--- src/rtl/alu.sv ---
// 16-bit registered ALU: combines A_bus and B_bus under ALU_OP into C_bus with one cycle of latency,
// and keeps a zero flag FLAG_Z for conditional branching.
module alu #(
    parameter int unsigned WIDTH = 16
) (
    input  logic             clk,
    input  logic             rst_n,
    input  logic [WIDTH-1:0] A_bus,
    input  logic [WIDTH-1:0] B_bus,
    input  logic [2:0]       ALU_OP,
    output logic [WIDTH-1:0] C_bus,
    output logic             FLAG_Z
);

    localparam logic [2:0] OP_ADD  = 3'd0;
    localparam logic [2:0] OP_SUB  = 3'd1;
    localparam logic [2:0] OP_PASS = 3'd2;
    localparam logic [2:0] OP_ZER  = 3'd3;
    localparam logic [2:0] OP_MUL4 = 3'd5;
    localparam logic [2:0] OP_DIV2 = 3'd6;

    logic [WIDTH-1:0] c_q, c_d;
    logic             z_q, z_d;
    logic             a_zero;

    assign a_zero = (A_bus == '0);

    // Opcodes 4, 7 and any unknown value fall to the default and hold both outputs.
    always_comb begin
        c_d = c_q;
        z_d = z_q;
        case (ALU_OP)
            OP_ADD: begin
                c_d = A_bus + B_bus;
                z_d = 1'b0;
            end
            OP_SUB: begin
                c_d = A_bus - B_bus;
                z_d = a_zero;
            end
            OP_PASS: begin
                c_d = B_bus;
                // Sticky: PASS can set the flag but never clears it.
                if (a_zero) begin
                    z_d = 1'b1;
                end
            end
            OP_ZER: begin
                c_d = '0;
                z_d = 1'b0;
            end
            OP_MUL4: begin
                c_d = {A_bus[WIDTH-3:0], 2'b00};
                z_d = 1'b0;
            end
            OP_DIV2: begin
                c_d = {1'b0, A_bus[WIDTH-1:1]};
                z_d = 1'b0;
            end
            default: begin
                c_d = c_q;
                z_d = z_q;
            end
        endcase
    end

    always_ff @(posedge clk or negedge rst_n) begin
        if (!rst_n) begin
            c_q <= '0;
            z_q <= 1'b0;
        end else begin
            c_q <= c_d;
            z_q <= z_d;
        end
    end

    assign C_bus  = c_q;
    assign FLAG_Z = z_q;

endmodule

--- config.mk ---
export PLATFORM = sky130hd
export DESIGN_NAME = alu
export DESIGN_NICKNAME = d
export VERILOG_FILES = /design/src/rtl/alu.sv
export SDC_FILE = /design/constraint.sdc
export NUM_CORES = 1
export LEC_CHECK = 0
export BUFFER_PORTS_ARGS = -buffer_cell sky130_fd_sc_hd__buf_2
export CAP_MARGIN = 20
export CORE_MARGIN = 2
export CORE_UTILIZATION = 55
export CTS_CLUSTER_DIAMETER = 30
export DETAILED_ROUTE_END_ITERATION = 7
export PLACE_DENSITY = 0.91
export SLEW_MARGIN = 20
export SYNTH_ARGS = -nofsm -noshare
export SYNTH_HDL_FRONTEND = slang
export SYNTH_SLANG_ARGS = --single-unit
export TNS_END_PERCENT = 20
--- constraint.sdc ---
create_clock -name clk -period 1.5 [get_ports clk]
set_input_delay 0.15 -clock clk [delete_from_list [all_inputs] [get_ports clk]]
set_output_delay 0.15 -clock clk [all_outputs]
set_load 0.05 [all_outputs]
==> flow_summary.toml, run 1 <==
[grt]
grt_most_used_layer = "met2"
antenna_found_initial = 1
grt_pass1_vias = 3008
use_met2_pct = 69.71
grtUsageMet3_pct = 10.39
grt_pass1_wl_mm = 15.20
use_met1_pct = 54.34
grt_remaining_overflow = 0
grt_use_total_pct = 44.27
grt_start_max_net_pins = 53

[pwr]
power.share.sequential_pct = 21.2
vdd.ir_drop.worst_mv = 0.3775
power.total_mw = 2.898
p_leak_nw = 1.712
power.switching_fraction_pct = 48.85
power_frac_comb_pct = 66.0
power_density_nw_per_um2 = 812.8
switching_power_mw = 1.416
share_clk_of_total_power_pct = 12.8
internal_power_mw = 1.482

[cells_and_area]
layout-drive-gt1-share_pct = 46.35
final-seq-area_um2 = 425.4
fillCellCount = 163
syn_to_layout_area_delta_pct = 53.47
antenna_cells = 0
final_design_area_no_fill_um2 = 3566
multi_input_combinational_cell_area_um2 = 2038
finalNetCount = 480
utilization_pct = 88.51

[sta]
slew_viol_final = 0
finalWorstPathRequiredPeriod_ns = 2.853
grt_setup_unrepaired = "true"
postLayoutSetupSlackWorst_ns = -1.353
timing.hold.ws_ns = 0.3096
timing_hold_violations_final = 0
setup-violations-final = 15
tightest_slew_ns = 0.6076
worst_clock_skew_ns = 0
fin_crit_sh_pct = 190.2
fmaxAchievable_ghz = 0.3505
slew_headroom_pct = 59.18

[yosys]
yosys_most_used_dff = "sky130_fd_sc_hd__dfrtp_1"
synth_edf_count = 0
yosys_register_bits = 17
yosys_warnings = 0
synth.yosys.seq_area_share_pct = 18.31
synthesis.nets = 353
asyncSetResetFlopFracSynth_pct = 100.0
synth_cells = 299
synthesis.area_um2 = 2323
syn_area_per_cell_um2 = 7.771
yosys.cell_types.count = 48

[clock_tree]
cts_bufs_inserted = 3
cts_tree = "yes"
number_of_sinks_driven_by_the_clock_tree = 17
clock_insertion_delay_worst_skew_ns = 0.26
cts-htree-levels = 1
root_buffer = "sky130_fd_sc_hd__clkbuf_8"
max-clock-path-buffers = 2
clkSlewWorstSetupHoldPaths_ns = 0.08

[die]
fp.dieH_um = 69.00
initial_core_util_pct = 57.67
placementRows = 23
die_width_um = 69.00
core_um2 = 4029
die_area_um2 = 4760
io_pins = 54

[routing]
first_iter_violations = 979
drt_drc_violations_left = 48
routed_wirelength_mm = 12.46
post_route_ant_nets = 0
wire_per_inst_um = 26.23
post_drt_via_cell_ratio = 7.366
detailedRoute.firstPassIterationCount = 8
dr_total_vias = 3499

[flow_run]
cap_viol_max_count = 0

[setup_path]
worstSetupStartpointType = "primary input"
cp_data_arrival_time_ns = 2.98
setup_crit_path_kind = "primary input to register"
r2r_cells = 5
critical_path_required_ns = 1.62
worstSetupEndpointType = "register"
worst-path-max-fanout = 4

[status]
status = "finished with violations"
violations = "DRC, setup timing"

[placed_design]
routabilityCongestion = 0.9913
portBuffers = 53
placed_cell_area_um2 = 3188
dp.final_hpwl_mm = 6.731

[hold_path]
hold_crit_class = "primary input to register"
worst_hold_path.num_cells = 4
==> synthesized netlist by cell type (2+ instances only) <==
| cell | instances | area, µm² |
|---|---|---|
| sky130_fd_sc_hd__and3_1 | 3 | 18.77 |
| sky130_fd_sc_hd__a211oi_1 | 5 | 37.54 |
| sky130_fd_sc_hd__o211ai_1 | 2 | 15.01 |
| sky130_fd_sc_hd__o31ai_1 | 2 | 15.01 |
| sky130_fd_sc_hd__a221oi_2 | 2 | 30.03 |
| sky130_fd_sc_hd__ha_1 | 16 | 200.2 |
| sky130_fd_sc_hd__a31oi_1 | 9 | 56.30 |
| sky130_fd_sc_hd__or2_2 | 2 | 12.51 |
| sky130_fd_sc_hd__nor2_1 | 22 | 82.58 |
| sky130_fd_sc_hd__o21ai_0 | 26 | 130.1 |
| sky130_fd_sc_hd__nor3_1 | 4 | 20.02 |
| sky130_fd_sc_hd__o22ai_1 | 4 | 25.02 |
| sky130_fd_sc_hd__nor3b_1 | 2 | 15.01 |
| sky130_fd_sc_hd__a21oi_1 | 23 | 115.1 |
| sky130_fd_sc_hd__xnor2_1 | 13 | 113.9 |
| sky130_fd_sc_hd__buf_1 | 2 | 7.510 |
| sky130_fd_sc_hd__nor2b_1 | 2 | 12.51 |
| sky130_fd_sc_hd__o221ai_1 | 4 | 35.03 |
| sky130_fd_sc_hd__mux2i_1 | 17 | 170.2 |
| sky130_fd_sc_hd__a21o_1 | 10 | 75.07 |
| sky130_fd_sc_hd__mux2_2 | 6 | 67.56 |
| sky130_fd_sc_hd__nand3_1 | 8 | 40.04 |
| sky130_fd_sc_hd__inv_1 | 10 | 37.54 |
| sky130_fd_sc_hd__dfrtp_1 | 17 | 425.4 |
| sky130_fd_sc_hd__or4_1 | 2 | 15.01 |
| sky130_fd_sc_hd__o21bai_1 | 2 | 15.01 |
| sky130_fd_sc_hd__buf_2 | 2 | 10.01 |
| sky130_fd_sc_hd__clkbuf_1 | 16 | 60.06 |
| sky130_fd_sc_hd__xor2_1 | 16 | 140.1 |
| sky130_fd_sc_hd__nand2b_1 | 8 | 50.05 |
| sky130_fd_sc_hd__nand4_1 | 3 | 18.77 |
| sky130_fd_sc_hd__nand2_1 | 21 | 78.83 |
| sky130_fd_sc_hd__nor4_1 | 3 | 18.77 |
==> repair_timing <==
item                                    in CTS  in global routing
pin swaps                                   14                 32
setup buffers                                3                  8
cloned                                       0                  0
resized for setup                           19                 37
endpoints found under the setup margin      15                 15
hold buffers                                 1                  0
endpoints found under the hold margin       17                  0
==> state kept, by name, summed over array words and instances, names as in the netlist <==
register  cells
C_bus        16
FLAG_Z        1
==> worst max-delay path, stage by stage <==
cell                       delay, ns
sky130_fd_sc_hd__buf_6          0.09
sky130_fd_sc_hd__or4_4          0.57
sky130_fd_sc_hd__nor2_2         0.23
sky130_fd_sc_hd__nand2_1        0.11
sky130_fd_sc_hd__o21ai_0        0.23
sky130_fd_sc_hd__xor2_1         0.18
sky130_fd_sc_hd__ha_1           0.29
sky130_fd_sc_hd__o21a_1         0.20
sky130_fd_sc_hd__o22ai_2        0.16
sky130_fd_sc_hd__a21oi_2        0.07
sky130_fd_sc_hd__a221oi_2       0.30
sky130_fd_sc_hd__xor2_1         0.24
sky130_fd_sc_hd__o221ai_1       0.17
==> metrics by stage <==
stage | cells | setup WS, ns | TNS, ns
finish | 475 | -1.353 | -14.72
global route | 475 | -1.454 | -15.83
CTS | 468 | -1.180 | -12.10
detailed placement | 460 | -1.477 | -16.78
global placement | 460 | -1.329 | -15.21
floorplan | 299 | -1.227 | -11.39
==> metal layers <==
| layer | vias to the layer above | part of all wire [%] | routed length, µm |
|---|---|---|---|
| li1 | 1349 | - | - |
| met1 | 1547 | 32 | 4028 |
| met2 | 432 | 41 | 5139 |
| met3 | 171 | 16 | 2027 |
| met4 | 0 | 10 | 1264 |
| met5 | - | 0 | 0 |
==> kinds of logic after synthesis <==
logic type | Yosys count | share of synthesized area, %
buffers and inverters | 30 | 4.955
flip-flops | 17 | 18.31
AO/OA/AOI/OAI | 95 | 25.85
multiplexers | 23 | 10.23
XOR/XNOR | 30 | 11.63
AND/OR/NAND/NOR | 87 | 19.55
adder cells (fa/ha/maj) | 17 | 9.478
==> power groups by stage <==
stage	combinational (mW)	sequential, mW	clock [mW]
finish	1.91	0.614	0.371
global route	2.00	0.616	0.394
CTS	1.59	0.585	0.350
detailed placement	1.52	0.592	0
global placement	1.45	0.586	0
floorplan	0.679	0.829	0
==> area by class of cell <==
type | count | share of cell area (%)
Timing Repair Buffer | 142 | 26.81
Inverter | 10 | 1.053
Clock buffer | 3 | 1.158
Sequential cell | 17 | 11.93
Tap cell | 50 | 1.754
Clock inverter | 1 | 0.1404
Multi-Input combinational cell | 252 | 57.16
==> layout by cell type (no fill, tap or decap), types with 10 or more instances in the layout <==
master	Yosys	routed
sky130_fd_sc_hd__a21o_1	10	10
sky130_fd_sc_hd__a21oi_1	23	17
sky130_fd_sc_hd__buf_2	2	51
sky130_fd_sc_hd__buf_4	0	86
sky130_fd_sc_hd__dfrtp_1	17	17
sky130_fd_sc_hd__ha_1	16	12
sky130_fd_sc_hd__inv_1	10	10
sky130_fd_sc_hd__mux2i_1	17	16
sky130_fd_sc_hd__nand2_1	21	19
sky130_fd_sc_hd__nor2_1	22	19
sky130_fd_sc_hd__o21ai_0	26	17
sky130_fd_sc_hd__xnor2_1	13	11
sky130_fd_sc_hd__xor2_1	16	12
==> final timing paths <==
kind	start	endpoint	slack, ns
setup / recovery	B_bus[4]	C_bus[14]	-1.35
hold / removal	A_bus[15]	FLAG_Z	0.31
setup reg to reg	C_bus[13]	C_bus[13]	0.13
hold reg to reg	C_bus[5]	C_bus[5]	0.55
max in group asynchronous	rst_n	C_bus[15]	0.86
min in group asynchronous	rst_n	C_bus[10]	0.36
(Power assumes the default switching activity.)
==> run 2, diff against run 1 <==
CORE_UTILIZATION = 30   (was 55)
PLACE_DENSITY = 0.6   (was 0.91)
TNS_END_PERCENT = default   (was 20)
==> run 2 against run 1 <==
Net effect:
- the flow finishes with violations (setup timing)
- routed wire length down 34%
- count of clock-buffer cells in the layout increased by 1
- maximum frequency grew 7.4%
- largest power group unchanged
- clock skew unchanged
- total power decreased by 3.3%
- critical endpoint is now C_bus[15]
- critical path depth did not move
==> flow_summary.toml, run 2 (same netlist as run 1, synthesis figures left out) <==
[setup_path]
startpoint = "B_bus[5]"
reg_to_reg_setup_timing_slack_ns = 0.34
cp_data_arrival_time_ns = 2.78
worstSetupEndpointType = "register"
crit_end = "C_bus[15]"
worst-path-max-fanout = 5
r2r-start = "C_bus[13]"
crit_path_top_delay_cell = "sky130_fd_sc_hd__or4_4"
crit_path_max_incr_delay_ns = 0.57
r2r_cells = 5
setup_crit_path_kind = "primary input to register"
worstPathCellList = "buf_6 -> or4_4 -> nor4_4 -> nand2_1 -> o31ai_1 -> xor2_1 -> ha_1 -> and3_1 -> o21ai_0 -> o311ai_0 -> o21bai_1 -> xnor2_1 -> a21oi_1"
critical_path_required_ns = 1.63
regToRegEndpoint = "C_bus[13]"
worstSetupStartpointType = "primary input"

[hold_path]
hold_path_startpoint = "A_bus[15]"
hold_crit_class = "primary input to register"

[placed_design]
placed_cell_area_um2 = 3261
portBuffers = 53
routabilityCongestion = 0.9094
dp.final_hpwl_mm = 6.327
preCtsSetupSlack_ns = -1.447

[routing]
post_route_ant_nets = 0
first_iter_violations = 135
dr_total_vias = 2749
routed_wirelength_mm = 8.257
dr_wl_met2_mm = 4.237
highest_layer = "met4"
wl_met1_mm = 3.566
wire_per_inst_um = 15.46
detailedRoute.firstPassIterationCount = 4
drt_drc_violations_left = 0
met3WireLength_um = 335
post_drt_via_cell_ratio = 5.148

[sta]
finalWorstPathRequiredPeriod_ns = 2.655
timing.hold.ws_ns = 0.2954
grt_setup_unrepaired = "true"
worst_clock_skew_ns = 0
fmaxAchievable_ghz = 0.3766
tightest_slew_ns = 0.5547
timing_hold_violations_final = 0
slew_viol_final = 0
setup-violations-final = 13
postLayoutSetupSlackWorst_ns = -1.155
slew_headroom_pct = 63.02
fin_crit_sh_pct = 177.0

[cells_and_area]
mostFrequentLayoutCell = "sky130_fd_sc_hd__buf_4"
antenna_cells = 0
utilization_pct = 49.84
layout.cells.most_common_list = "77 x sky130_fd_sc_hd__buf_4, 47 x sky130_fd_sc_hd__buf_2, 22 x sky130_fd_sc_hd__buf_6"
layout-drive-gt1-share_pct = 47.45
syn_to_layout_area_delta_pct = 63.17
final_design_area_no_fill_um2 = 3791
finalNetCount = 487
fillCellCount = 734
largest_register_ffs = 16
multi_input_combinational_cell_area_um2 = 2054
final-seq-area_um2 = 425.4

[clock_tree]
cts-htree-levels = 1
number_of_sinks_driven_by_the_clock_tree = 17
root_buffer = "sky130_fd_sc_hd__clkbuf_8"
cts_bufs_inserted = 3
cts_tree = "yes"
clkSlewWorstSetupHoldPaths_ns = 0.07
max-clock-path-buffers = 2
clock_insertion_delay_worst_skew_ns = 0.25

[grt]
grt_start_max_net_pins = 53
antenna_found_initial = 0
grt_pass1_vias = 2687
grt_pass1_wl_mm = 13.23
grt_use_total_pct = 19.32
grt_remaining_overflow = 0

[die]
core_um2 = 7607
placementRows = 32
fp.dieH_um = 92.01
initial_core_util_pct = 30.54
die_area_um2 = 8465
io_pins = 54
die_width_um = 92.01

[status]
status = "finished with violations"
violations = "setup timing"

[flow_run]
cap_viol_max_count = 0

[pwr]
vdd.ir_drop.worst_mv = 0.3453
p_leak_nw = 1.769
power_density_nw_per_um2 = 739.5
==> run 2: final cells by class <==
type,instances,share of cell area [%]
inverter,10,0.9901
sequential,17,11.22
clock buffer,4,1.188
timing repair buffer,149,29.04
tap,102,3.366
multi-input combinational,252,54.19
==> run 2: how the worst min path moves through the flow <==
stage | end | slack (ns) | cells past startpoint
3_5_place_dp | C_bus[3] | 0.10 | 1
4_1_cts | FLAG_Z | 0.30 | 4
5_1_grt | FLAG_Z | 0.32 | 4
3_3_place_gp | C_bus[2] | 0.10 | 1
6_report | FLAG_Z | 0.30 | 4
2_1_floorplan | C_bus[0] | -0.15 | 0
==> run 2: per-layer routing <==
layer,track usage (%),vias to the layer above
met5,0,-
met4,3.607,0
met3,2.629,13
met2,34.07,48
met1,25.33,1333
li1,-,1355
==> run 2: timing repair <==
item | in CTS | in global routing
hold buffers | 1 | 0
resized for setup | 52 | 23
endpoints found under the setup margin | 15 | 15
setup buffers | 14 | 8
endpoints found under the hold margin | 17 | 0
pin swaps | 27 | 35
==> run 2: worst max-delay path: cells and delay by family <==
family	cells	cell delay [ns]
simple gates	4	1.07
compound gates	5	0.80
xor+xnor	2	0.36
fa+ha+maj	1	0.30
buf+inv	1	0.09
==> run 2: through the flow <==
| stage | setup TNS (ns) | total power [mW] | std cells |
|---|---|---|---|
| after floorplan | -11.09 | 1.544 | 299 |
| after global placement | -15.38 | 2.092 | 509 |
| after detailed placement | -15.66 | 2.113 | 509 |
| after CTS | -10.58 | 2.640 | 528 |
| after global routing | -12.76 | 2.966 | 534 |
| final | -11.04 | 2.804 | 534 |
==> run 2: report_power, final <==
| group | switching (mW) | leakage [nW] | internal, mW | total [mW] |
|---|---|---|---|---|
| Sequential | 0.0644 | 0.206 | 0.528 | 0.592 |
| Combinational | 1.01 | 1.54 | 0.849 | 1.86 |
| Clock | 0.163 | 0.0228 | 0.189 | 0.352 |
| Total | 1.24 | 1.77 | 1.57 | 2.80 |
==> run 3, diff against run 2 <==
ABC_AREA = 1   (was default)
==> run 3 against run 2 <==
Net effect:
- the flow still finishes with violations (setup timing)
- setup slack better by 0.71 ns
- cell area grew 8.9%
- register-to-register slack better by 0.20 ns
- flip-flop and latch count did not move
- largest power group unchanged
- highest routed layer unchanged
- hold slack worse by 0.13 ns
- routed wire length increased by 13%
- utilization up 6.8 points
- via count increased by 12%
- sequential share of layout area is 0.91 points lower
- combinational power grew 2%
==> flow_summary.toml, run 3 <==
[sta]
finalWorstPathRequiredPeriod_ns = 1.949
grt_setup_unrepaired = "true"
slew_headroom_pct = 70.70
fmaxAchievable_ghz = 0.5131
postLayoutSetupSlackWorst_ns = -0.4489
setup-violations-final = 13
worst_clock_skew_ns = 0
timing_hold_violations_final = 0
tightest_slew_ns = 0.4395
fin_crit_sh_pct = 129.9
slew_viol_final = 0
timing.hold.ws_ns = 0.1623

[grt]
grt_pass1_vias = 3107
grt_use_total_pct = 22.10
grt_start_max_net_pins = 18
grt_remaining_overflow = 0
grt_pass1_wl_mm = 14.58
antenna_found_initial = 0

[yosys]
post-synth-top-count-cell = "sky130_fd_sc_hd__nand2_1"
synthesis.area_um2 = 2272
synth.yosys.seq_area_share_pct = 18.72
synth_cells = 373
yosys_warnings = 0
yosys_register_bits = 17
synth.area.top_cells = "sky130_fd_sc_hd__dfrtp_1 19%, sky130_fd_sc_hd__nand2_1 18%, sky130_fd_sc_hd__inv_1 10%"
synthesis.nets = 427
yosys.area.top_type = "sky130_fd_sc_hd__dfrtp_1"
asyncSetResetFlopFracSynth_pct = 100.0
syn_area_per_cell_um2 = 6.092
post-synth-top-area-fraction_pct = 18.72
yosys-top-cells-count = "106 x sky130_fd_sc_hd__nand2_1, 62 x sky130_fd_sc_hd__inv_1, 31 x sky130_fd_sc_hd__nor2_1"
synth_edf_count = 0
yosys_most_used_dff = "sky130_fd_sc_hd__dfrtp_1"
yosys.cell_types.count = 39

[die]
fp.dieH_um = 91.03
placementRows = 31
io_pins = 54
die_area_um2 = 8286
core_um2 = 7292
die_width_um = 91.03
initial_core_util_pct = 31.16

[pwr]
vdd.ir_drop.worst_mv = 0.7198
power_density_nw_per_um2 = 693.1
p_leak_nw = 2.057
power.total_mw = 2.861

[cells_and_area]
syn_to_layout_area_delta_pct = 81.66
largest_register_ffs = 16
antenna_cells = 0
layout-drive-gt1-share_pct = 52.63
layout.cells.most_common_list = "76 x sky130_fd_sc_hd__buf_4, 73 x sky130_fd_sc_hd__nand2_1, 51 x sky130_fd_sc_hd__inv_1"
utilization_pct = 56.61
fillCellCount = 683
finalNetCount = 568
mostFrequentLayoutCell = "sky130_fd_sc_hd__buf_4"

[routing]
highest_layer = "met4"
dr_wl_met2_mm = 4.674
dr_total_vias = 3085
post_drt_via_cell_ratio = 5.041
post_route_ant_nets = 0
routed_wirelength_mm = 9.326
drt_drc_violations_left = 0
detailedRoute.firstPassIterationCount = 4
wl_met1_mm = 3.861
wire_per_inst_um = 15.24
first_iter_violations = 215
met3WireLength_um = 536

[clock_tree]
max-clock-path-buffers = 2
cts_tree = "yes"
cts_bufs_inserted = 3
root_buffer = "sky130_fd_sc_hd__clkbuf_8"
number_of_sinks_driven_by_the_clock_tree = 17
clkSlewWorstSetupHoldPaths_ns = 0.08
cts-htree-levels = 1
clock_insertion_delay_worst_skew_ns = 0.27

[flow_run]
cap_viol_max_count = 0

[status]
status = "finished with violations"
violations = "setup timing"

[setup_path]
regToRegEndpoint = "C_bus[15]"
worst-path-max-fanout = 4
reg_to_reg_setup_timing_slack_ns = 0.54
crit_path_max_incr_delay_ns = 0.36
timing.critical_path.buf_inv = 3
worstPathCellList = "buf_12 -> inv_12 -> ha_4 -> nand2_4 -> nor2_4 -> nand3_2 -> nand2_4 -> nand2_2 -> xor2_1 -> ha_1 -> nand2_2 -> inv_2 -> nand3_4 -> nor3_2 -> nand2_1 -> nand2_1 -> nand2_1 -> nand3_1 -> nand2_1"
r2r_cells = 2
worstSetupStartpointType = "primary input"
critical_path_required_ns = 1.67
worstSetupEndpointType = "register"
critical-path-top-cell-by-count = "sky130_fd_sc_hd__nand2_1"
cp_data_arrival_time_ns = 2.12
r2r-start = "C_bus[15]"
setup_crit_path_kind = "primary input to register"
crit_path_top_delay_cell = "sky130_fd_sc_hd__ha_1"
cp_top_delay_family = "simple AND/OR/NAND/NOR gates"

[placed_design]
routabilityCongestion = 0.9692
portBuffers = 53
dp.final_hpwl_mm = 7.012

[hold_path]
worst_hold_path.num_cells = 3
hold_crit_class = "primary input to register"
whs_endpoint = "C_bus[1]"
hold_path_startpoint = "B_bus[1]"
==> run 3: cell count changes in the layout (fill, tap and decap cells not counted), sizes merged, moves of 9 or more <==
cell / before / now
mux2i: 17 / 0
nor2: 22 / 33
o21ai: 26 / 13
buf: 148 / 139
a31oi: 9 / 0
nand3: 8 / 29
a21o: 10 / 1
nand2: 21 / 110
inv: 10 / 66
==> run 3: worst max path at each step <==
| stage | cells past startpoint | slack [ns] | from | end |
|---|---|---|---|---|
| 2_1_floorplan | 19 | -0.42 | B_bus[1] | C_bus[15] |
| 3_3_place_gp | 17 | -0.81 | B_bus[1] | C_bus[15] |
| 3_5_place_dp | 17 | -0.88 | B_bus[1] | C_bus[15] |
| 4_1_cts | 21 | -0.39 | B_bus[1] | C_bus[15] |
| 5_1_grt | 19 | -0.56 | B_bus[0] | C_bus[13] |
| 6_report | 19 | -0.45 | B_bus[1] | C_bus[13] |
==> run 3: final cells by class <==
cell class                      count  area, µm²  area share [%]
Tap cell                           99      123.9           3.001
Inverter                           66      280.3           6.790
Clock inverter                      1      7.507          0.1819
Sequential cell                    17      425.4           10.31
Multi-Input combinational cell    286       2226           53.93
Clock buffer                        3      41.29           1.000
Timing Repair Buffer              140       1023           24.80
==> run 3: metal layers <==
layer	vias to the layer above	track usage, %
met2	105	39.44
met1	1456	27.14
met5	-	0
met4	0	6.566
li1	1503	-
met3	21	3.651
==> run 3: stage by stage <==
stage                     setup TNS (ns)  area (µm²)  std cells  worst slack (ns)
after floorplan                   -4.282        2401        373           -0.4216
after global placement            -9.850        3291        590           -0.8125
after detailed placement          -10.22        3291        590           -0.8819
after CTS                         -3.604        3849        607           -0.3899
after global routing              -5.507        4128        612           -0.5635
final                             -4.044        4128        612           -0.4489
==> run 3: tightest hold or removal path: cells and delay by family <==
family                 cells  cell delay [ns]
AOI/OAI and AO/OA          1             0.07
buffers and inverters      1             0.10
and+or+nand+nor            1             0.07
==> run 3: what timing repair did <==
item | CTS | global route
gates resized for setup | 91 | 59
buffers inserted | 12 | 6
pin swaps | 42 | 40
setup endpoints to repair | 14 | 14
hold buffers | 1 | 0
hold endpoints to repair | 17 | 0
==> run 3: cell families (layout without fill, tap and decap cells) <==
logic type,after synthesis,after routing,synth area share [%]
buf+inv,70,210,12.44
simple gates,189,189,35.74
xor+xnor,16,16,6.167
fa+ha+maj,17,17,9.692
flops,17,17,18.72
compound gates,64,64,17.24
==> run 3: power by group <==
group	internal (mW)	switching (mW)	total, mW
combinational	0.774	1.12	1.90
clock	0.188	0.207	0.395
sequential	0.527	0.0434	0.570
total	1.49	1.37	2.86
